==> config.mk <==
export PLATFORM = sky130hd
export DESIGN_NAME = multi_edge_detect
export DESIGN_NICKNAME = d
export VERILOG_FILES = /design/src/rtl/edge_pkg.sv /design/src/rtl/edge_chan.sv /design/src/rtl/multi_edge_detect.sv
export SDC_FILE = /design/constraint.sdc
export NUM_CORES = 1
export LEC_CHECK = 0
export CORE_UTILIZATION = 42
export DETAILED_ROUTE_END_ITERATION = 10
export PLACE_DENSITY = 0.75
export SLEW_MARGIN = 10
export SYNTH_ARGS = -nofsm -noshare
export SYNTH_HDL_FRONTEND = slang
export SYNTH_SLANG_ARGS = --single-unit
==> constraint.sdc <==
create_clock -name clk -period 1.5 [get_ports clk]
set_clock_uncertainty 0.15 [all_clocks]
set_input_delay 0.225 -clock clk [delete_from_list [all_inputs] [get_ports clk]]
set_output_delay 0.225 -clock clk [all_outputs]
set_load 0.02 [all_outputs]
==> src/rtl/edge_pkg.sv <==
// Shared defaults and types for the multi-channel synchroniser / glitch filter / edge detector.
package edge_pkg;

    localparam int DEF_SYNC_STAGES = 2;
    localparam int DEF_FILT_LEN    = 3;

    typedef struct packed {
        logic rise;
        logic fall;
        logic level;
    } edge_evt_t;

    // Filter counter width: max(1, $clog2(filt_len)).
    function automatic int fc_width(input int filt_len);
        return ($clog2(filt_len) < 1) ? 1 : $clog2(filt_len);
    endfunction

endpackage

==> src/rtl/edge_chan.sv <==
// One input channel: synchroniser chain, glitch filter, registered edge pulses and,
// with EDGE_CNT_EN defined, saturating rise/fall counters.
module edge_chan
    import edge_pkg::*;
#(
    parameter int SYNC_STAGES = DEF_SYNC_STAGES,
    parameter int FILT_LEN    = DEF_FILT_LEN,
    parameter bit RST_LEVEL   = 1'b1
`ifdef EDGE_CNT_EN
    ,
    parameter int CNT_W       = 8
`endif
) (
    input  logic             clk,
    input  logic             n_rst,
    input  logic             sig_i,
    input  logic             filt_en_i,
`ifdef EDGE_CNT_EN
    input  logic             cnt_clr_i,
    output logic [CNT_W-1:0] rise_cnt_o,
    output logic [CNT_W-1:0] fall_cnt_o,
`endif
    output edge_evt_t        evt_o
);

    localparam int FC_W = fc_width(FILT_LEN);
    localparam logic [FC_W-1:0] FC_LAST = FC_W'(FILT_LEN - 1);

    logic [SYNC_STAGES-1:0] sync_q, sync_d;
    logic [FC_W-1:0]        fc_q, fc_d;
    logic                   level_q, level_d;
    logic                   rise_q, rise_d;
    logic                   fall_q, fall_d;
    logic                   ss;

    assign ss = sync_q[SYNC_STAGES-1];

    always_comb begin
        sync_d  = {sync_q[SYNC_STAGES-2:0], sig_i};
        level_d = level_q;
        fc_d    = '0;
        if (ss != level_q) begin
            // Bypass, or the disagreement has now persisted for FILT_LEN samples.
            if (!filt_en_i || fc_q == FC_LAST) begin
                level_d = ss;
            end else begin
                fc_d = fc_q + 1'b1;
            end
        end
        rise_d = ~level_q &  level_d;
        fall_d =  level_q & ~level_d;
    end

    always_ff @(posedge clk or negedge n_rst) begin
        if (!n_rst) begin
            sync_q  <= {SYNC_STAGES{RST_LEVEL}};
            fc_q    <= '0;
            level_q <= RST_LEVEL;
            rise_q  <= 1'b0;
            fall_q  <= 1'b0;
        end else begin
            sync_q  <= sync_d;
            fc_q    <= fc_d;
            level_q <= level_d;
            rise_q  <= rise_d;
            fall_q  <= fall_d;
        end
    end

    assign evt_o.rise  = rise_q;
    assign evt_o.fall  = fall_q;
    assign evt_o.level = level_q;

`ifdef EDGE_CNT_EN
    logic [CNT_W-1:0] rise_cnt_q, rise_cnt_d;
    logic [CNT_W-1:0] fall_cnt_q, fall_cnt_d;

    // Counts the visible pulse; a clear in the same cycle wins.
    always_comb begin
        rise_cnt_d = rise_cnt_q;
        fall_cnt_d = fall_cnt_q;
        if (cnt_clr_i) begin
            rise_cnt_d = '0;
            fall_cnt_d = '0;
        end else begin
            if (rise_q && rise_cnt_q != '1) rise_cnt_d = rise_cnt_q + 1'b1;
            if (fall_q && fall_cnt_q != '1) fall_cnt_d = fall_cnt_q + 1'b1;
        end
    end

    always_ff @(posedge clk or negedge n_rst) begin
        if (!n_rst) begin
            rise_cnt_q <= '0;
            fall_cnt_q <= '0;
        end else begin
            rise_cnt_q <= rise_cnt_d;
            fall_cnt_q <= fall_cnt_d;
        end
    end

    assign rise_cnt_o = rise_cnt_q;
    assign fall_cnt_o = fall_cnt_q;
`endif

endmodule

==> src/rtl/multi_edge_detect.sv <==
// Multi-channel synchroniser, glitch filter and edge detector for the serial front-ends.
// Define EDGE_CNT_EN to add per-channel saturating edge counters and their ports.
module multi_edge_detect
    import edge_pkg::*;
#(
    parameter int NUM_CH      = 4,
    parameter int SYNC_STAGES = DEF_SYNC_STAGES,
    parameter int FILT_LEN    = DEF_FILT_LEN,
    parameter bit RST_LEVEL   = 1'b1,
    parameter int CNT_W       = 8
) (
    input  logic                    clk,
    input  logic                    n_rst,
    input  logic [NUM_CH-1:0]       sig_in,
    input  logic                    filt_en,
`ifdef EDGE_CNT_EN
    input  logic                    cnt_clr,
    output logic [NUM_CH*CNT_W-1:0] rise_cnt,
    output logic [NUM_CH*CNT_W-1:0] fall_cnt,
`endif
    output logic [NUM_CH-1:0]       level_out,
    output logic [NUM_CH-1:0]       rising_edge_found,
    output logic [NUM_CH-1:0]       falling_edge_found
);

    if (NUM_CH < 1 || SYNC_STAGES < 2 || FILT_LEN < 1 || CNT_W < 1) begin : g_param_check
        $error("multi_edge_detect: illegal parameter value");
    end

    for (genvar ch = 0; ch < NUM_CH; ch++) begin : g_chan
        edge_evt_t evt;

        edge_chan #(
            .SYNC_STAGES(SYNC_STAGES),
            .FILT_LEN   (FILT_LEN),
            .RST_LEVEL  (RST_LEVEL)
`ifdef EDGE_CNT_EN
            ,
            .CNT_W      (CNT_W)
`endif
        ) u_chan (
            .clk       (clk),
            .n_rst     (n_rst),
            .sig_i     (sig_in[ch]),
            .filt_en_i (filt_en),
`ifdef EDGE_CNT_EN
            .cnt_clr_i (cnt_clr),
            .rise_cnt_o(rise_cnt[ch*CNT_W +: CNT_W]),
            .fall_cnt_o(fall_cnt[ch*CNT_W +: CNT_W]),
`endif
            .evt_o     (evt)
        );

        assign level_out[ch]          = evt.level;
        assign rising_edge_found[ch]  = evt.rise;
        assign falling_edge_found[ch] = evt.fall;
    end

endmodule

==> impl_metrics.toml, run 1 <==
[timing]
hold_viol = 0
fin_crit_sh = 0.952
max_slew.worst_pin.slew_ns = 0.229
slew_headroom = 0.847
fmax_mhz = 700
rsz0062_at_grt = "no"
setup_ws_ns = 0.0722
hold_slack_ns = 0.0684
fin_crit_ns = 1.43
maxSlewViolCount = 0
finalSetupViolations = 0

[grt]
first_global_vias = 581
antenna_found_initial = 0
grt_usage = 0.130
grt_pass1_wl_mm = 2.45
grt_start_max_net_pins = 29
grt-ovfl-total = 0

[critical_path]
required_ns = 1.12
crit_arrival_ns = 1.05
cp_num_buf_inv = 1
worstSetupPathType = "reg2out"
slowest_stage = "dfstp_2"
worst_path_largest_cell_delay_ns = 0.56
worstSetupStartpointType = "register"
r2r-start = "g_chan[0].u_chan.fc_q[0]$_DFF_PN0_"
cp_max_fo = 2
path_delay_family = "flip-flops"
critPathLaunch = "g_chan[1].u_chan.level_q$_DFF_PN1_"
crit_chain = "buf_2"
endpoint_kind = "output pin"

[clock_network]
cts_hold_buf = 0
clockBufferDepth = 2
cts.sinks = 28
cts-htree-levels = 1
clk_latency_ns = 0.33
clkTransAtPathRegs_ns = 0.15
cts_tree = "built"
cts-root-buf = "clkbuf_4"
numCtsBuffers = 3

[die]
floorplan.initialDensity = 0.452
die_area_mm2 = 0.00293
die_h_um = 54.1
die_w_um = 54.1
ios = 19
rows = 18
core_mm2 = 0.00252

[placement]
place_area_mm2 = 0.00135
portBuffers = 18
hpwlAfterDp_mm = 1.12
post-place-ws_ns = -0.0654
gp_congestion = 0.679

[final_layout]
diodes = 0
final_net_count = 107
synthToLayoutAreaGrowth_pct = 17.9
final_cell_mix = "16 x nor3b_1, 16 x dfrtp_1, 12 x dfstp_2"
design_area_mm2 = 0.00135
drive_above_1_share = 0.379

[job]
max_cap_violations = 0

[routing]
drt_wl_total_mm = 1.50
drtIter0Drc = 5
dr.pass1.iters = 2
drcViolationCount = 0
ant_nets = 0
routed-via-count = 572
vias_per_cell = 4.58
wl_per_cell_um = 12.0

[synthesis]
syn_inst = 76
synth_area_mm2 = 0.00114
ys_types = 9
yosysSeqAreaShare = 0.627
syn-num-nets = 87
yosysWarningCount = 0
ys_ff_latch = 28
syn_avg_cell_area_um2 = 15.0

[power]
cellLeakagePower_nw = 0.637
max-vdd-ir-drop_mv = 0.504
power_density_mw_per_mm2 = 1090

[run_status]
outcome = "complete, no violations"

[min_path]
hold_path.class = "in2async"
## final timing paths
kind / end / slack [ns] / depth (start not counted)
setup / recovery: level_out[1] / 0.07 / 1
hold / removal: g_chan[1].u_chan.fc_q[1]$_DFF_PN0_ / 0.07 / 2
setup reg to reg: g_chan[0].u_chan.rise_q$_DFF_PN0_ / 0.19 / 5
hold reg to reg: g_chan[2].u_chan.sync_q[1]$_DFF_PN1_ / 0.22 / 0
max in group asynchronous: g_chan[2].u_chan.level_q$_DFF_PN1_ / 0.89 / 2
min in group clk: g_chan[1].u_chan.sync_q[0]$_DFF_PN1_ / 0.12 / 1
## power breakdown
part | total [W] | switching [W] | internal [W]
logic | 0.000286 | 0.000136 | 0.000150
clock network | 0.000316 | 0.000212 | 0.000104
registers | 0.000864 | 0.0000281 | 0.000836
## final cells by class
type                       count  area, um2
clock buffer                   4       26.3
fill                         230       1180
tap                           30       37.5
sequential                    28        716
multi-input combinational     32        320
timing repair buffer          27        230
inverter                       4       15.0
## kinds of logic after synthesis
logic type / synth area share
buffers and inverters: 0.0921
flip-flops: 0.627
adder cells (fa/ha/maj): 0.0439
XOR/XNOR: 0.0307
AND/OR/NAND/NOR: 0.154
multiplexers: 0.0526
## routing by layer
metal / part of all wire / track usage / up-vias
met1: 0.40 / 0.125 / 280
met2: 0.53 / 0.232 / 12
li1: - / - / 275
met5: 0 / 0 / -
met3: 0.037 / 0.0339 / 5
met4: 0.035 / 0.103 / 0
## synth_stat cells
cell type,number,area share
dfrtp_1,16,0.35
nor3b_1,16,0.11
buf_4,12,0.079
dfstp_2,12,0.28
ha_1,4,0.044
inv_1,4,0.013
mux2_4,4,0.053
nor2b_4,4,0.048
xnor2_1,4,0.031
## through the flow
step | setup TNS [ns] | std cells | util | power (W)
floorplan | 0 | 76 | - | 0.00108
global route | 0 | 125 | 0.533 | 0.00155
detailed placement | -0.288 | 121 | 0.535 | 0.00120
finish | 0 | 125 | 0.533 | 0.00147
global placement | -0.0440 | 121 | 0.535 | 0.00118
CTS | 0 | 125 | 0.533 | 0.00149
## state kept, by name (all words and copies together), names as in the netlist
| name | flops |
|---|---|
| g_chan.u_chan.level_q | 4 |
| g_chan.u_chan.rise_q | 4 |
| g_chan.u_chan.fall_q | 4 |
| g_chan.u_chan.sync_q | 8 |
| g_chan.u_chan.fc_q | 8 |
## repair_timing
action / in CTS / in global routing
buffers inserted: 0 / 0
resized for setup: 24 / 0
endpoints found under the setup margin: 12 / 0
No activity file was read; power rests on OpenSTA's default activity.
==> run 2, diff against run 1 <==
- SKIP_CTS_REPAIR_TIMING: default -> 1
==> run 2 against run 1 <==
Against the previous run:
- setup slack got worse by 0.0036 ns
- power rose by 0.43%
- worst hold slack improved by 0.0026 ns
- flip-flop and latch count did not move
- critical path depth did not move
- maximum frequency fell by 0.25%
- global-route usage did not move
- count of clock-buffer cells in the layout did not move
- via count rose by 0.17%
- register-to-register slack barely moved
- combinational power rose by 2%
- highest routed layer unchanged
==> impl_metrics.toml, run 2 (same netlist as run 1, synthesis figures left out) <==
[timing]
slew_headroom = 0.845
maxSlewViolCount = 0
fin_crit_sh = 0.954
max_slew.worst_pin.slew_ns = 0.232
fin_crit_ns = 1.43
fmax_mhz = 699
fin_setup_tns_ns = 0
rsz0062_at_grt = "no"
hold_viol = 0
finalSetupViolations = 0

[final_layout]
diodes = 0
final_cell_mix = "16 x nor3b_1, 16 x dfrtp_1, 12 x dfstp_2"
synthToLayoutAreaGrowth_pct = 20.5
final_net_count = 107
utilization = 0.545
top_regs = "g_chan.u_chan.fc_q: 8 flops, g_chan.u_chan.sync_q: 8 flops"
drive_above_1_share = 0.379
fillers = 218
fin_cells = 125

[routing]
ant_nets = 0
drcViolationCount = 0
routed-via-count = 573
wl_per_cell_um = 12.1
drt_wl_total_mm = 1.51
drtIter0Drc = 5
dr.pass1.iters = 2
vias_per_cell = 4.58

[grt]
grt_start_max_net_pins = 29
first_global_vias = 577
grt-ovfl-total = 0
grt_pass1_wl_mm = 2.45
antenna_found_initial = 0
grt_usage = 0.130

[power]
power.switching_w = 0.000375
p_clk_frac = 0.214
power.internal_w = 0.00110
max-vdd-ir-drop_mv = 0.511
swShare = 0.255
cellLeakagePower_nw = 0.736
power_density_mw_per_mm2 = 1070
seqPwrFrac = 0.587
combPwrFrac = 0.199

[placement]
gp_congestion = 0.679
portBuffers = 18
hpwlAfterDp_mm = 1.12
place_inst = 121

[clock_network]
cts-htree-levels = 1
cts_tree = "built"
clockBufferDepth = 2
cts-root-buf = "clkbuf_4"
numCtsBuffers = 3
cts.sinks = 28
clkTransAtPathRegs_ns = 0.14
clk_latency_ns = 0.33

[die]
rows = 18
die_w_um = 54.1
die_area_mm2 = 0.00293
die_h_um = 54.1
ios = 19
core_mm2 = 0.00252
floorplan.initialDensity = 0.452

[job]
max_cap_violations = 0

[critical_path]
worst_path_largest_cell_delay_ns = 0.56
path_delay_family = "flip-flops"
worstSetupStartpointType = "register"
endpoint_kind = "output pin"
cp_max_fo = 2
crit_arrival_ns = 1.06
required_ns = 1.12
cp_num_buf_inv = 1
slowest_stage = "dfstp_2"
worstSetupPathType = "reg2out"
crit_chain = "clkbuf_2"

[run_status]
outcome = "complete, no violations"

[min_path]
hold_path.class = "in2async"
## run 2: cell types whose count changed in the layout (fill, tap and decap cells not counted), sizes merged
cell / delta
buf: -4
clkbuf: +4
dlygate4sd2: -8
dlymetal6s2s: +8
## run 2: stage by stage
step	total power [W]	setup slack, ns	instance area (um2)	hold WS (ns)
2_1_floorplan	0.00108	0.256	1140	-0.221
3_3_place_gp	0.00118	-0.0135	1350	0.195
3_5_place_dp	0.00120	-0.0654	1350	0.197
4_1_cts	0.00151	-0.392	1380	0.0628
5_1_grt	0.00155	0.0166	1380	0.0700
6_report	0.00147	0.0686	1380	0.0710
## run 2: worst paths after layout
path / end / from / cells past startpoint / slack (ns)
setup / recovery: level_out[1] / g_chan[1].u_chan.level_q$_DFF_PN1_ / 1 / 0.07
hold / removal: g_chan[1].u_chan.fc_q[1]$_DFF_PN0_ / n_rst / 2 / 0.07
setup reg to reg: g_chan[0].u_chan.rise_q$_DFF_PN0_ / g_chan[0].u_chan.fc_q[0]$_DFF_PN0_ / 5 / 0.19
hold reg to reg: g_chan[2].u_chan.sync_q[1]$_DFF_PN1_ / g_chan[2].u_chan.sync_q[0]$_DFF_PN1_ / 0 / 0.22
max in group asynchronous: g_chan[2].u_chan.level_q$_DFF_PN1_ / n_rst / 2 / 0.89
min in group clk: g_chan[1].u_chan.sync_q[0]$_DFF_PN1_ / sig_in[1] / 1 / 0.13
## run 2: final cells by class
type / count / area [um2] / area share
repair buffers: 27 / 260 / 0.189
flip-flops and latches: 28 / 716 / 0.520
multi-input cells: 32 / 320 / 0.233
well taps: 30 / 37.5 / 0.0273
inverters: 4 / 15.0 / 0.0109
clock buffers: 4 / 26.3 / 0.0191
## run 2: power groups by stage
stage               clock network (W)  logic, W  registers [W]
floorplan                           0  0.000198       0.000881
global placement                    0  0.000302       0.000877
detailed placement                  0  0.000316       0.000879
CTS                          0.000332  0.000316       0.000867
global route                 0.000357  0.000322       0.000874
finish                       0.000314  0.000293       0.000865
## run 2: layer usage
layer | vias up | share of wire | track usage
li1 | 275 | - | -
met1 | 281 | 0.40 | 0.127
met2 | 12 | 0.53 | 0.230
met3 | 5 | 0.040 | 0.0339
met4 | 0 | 0.035 | 0.103
met5 | - | 0 | 0
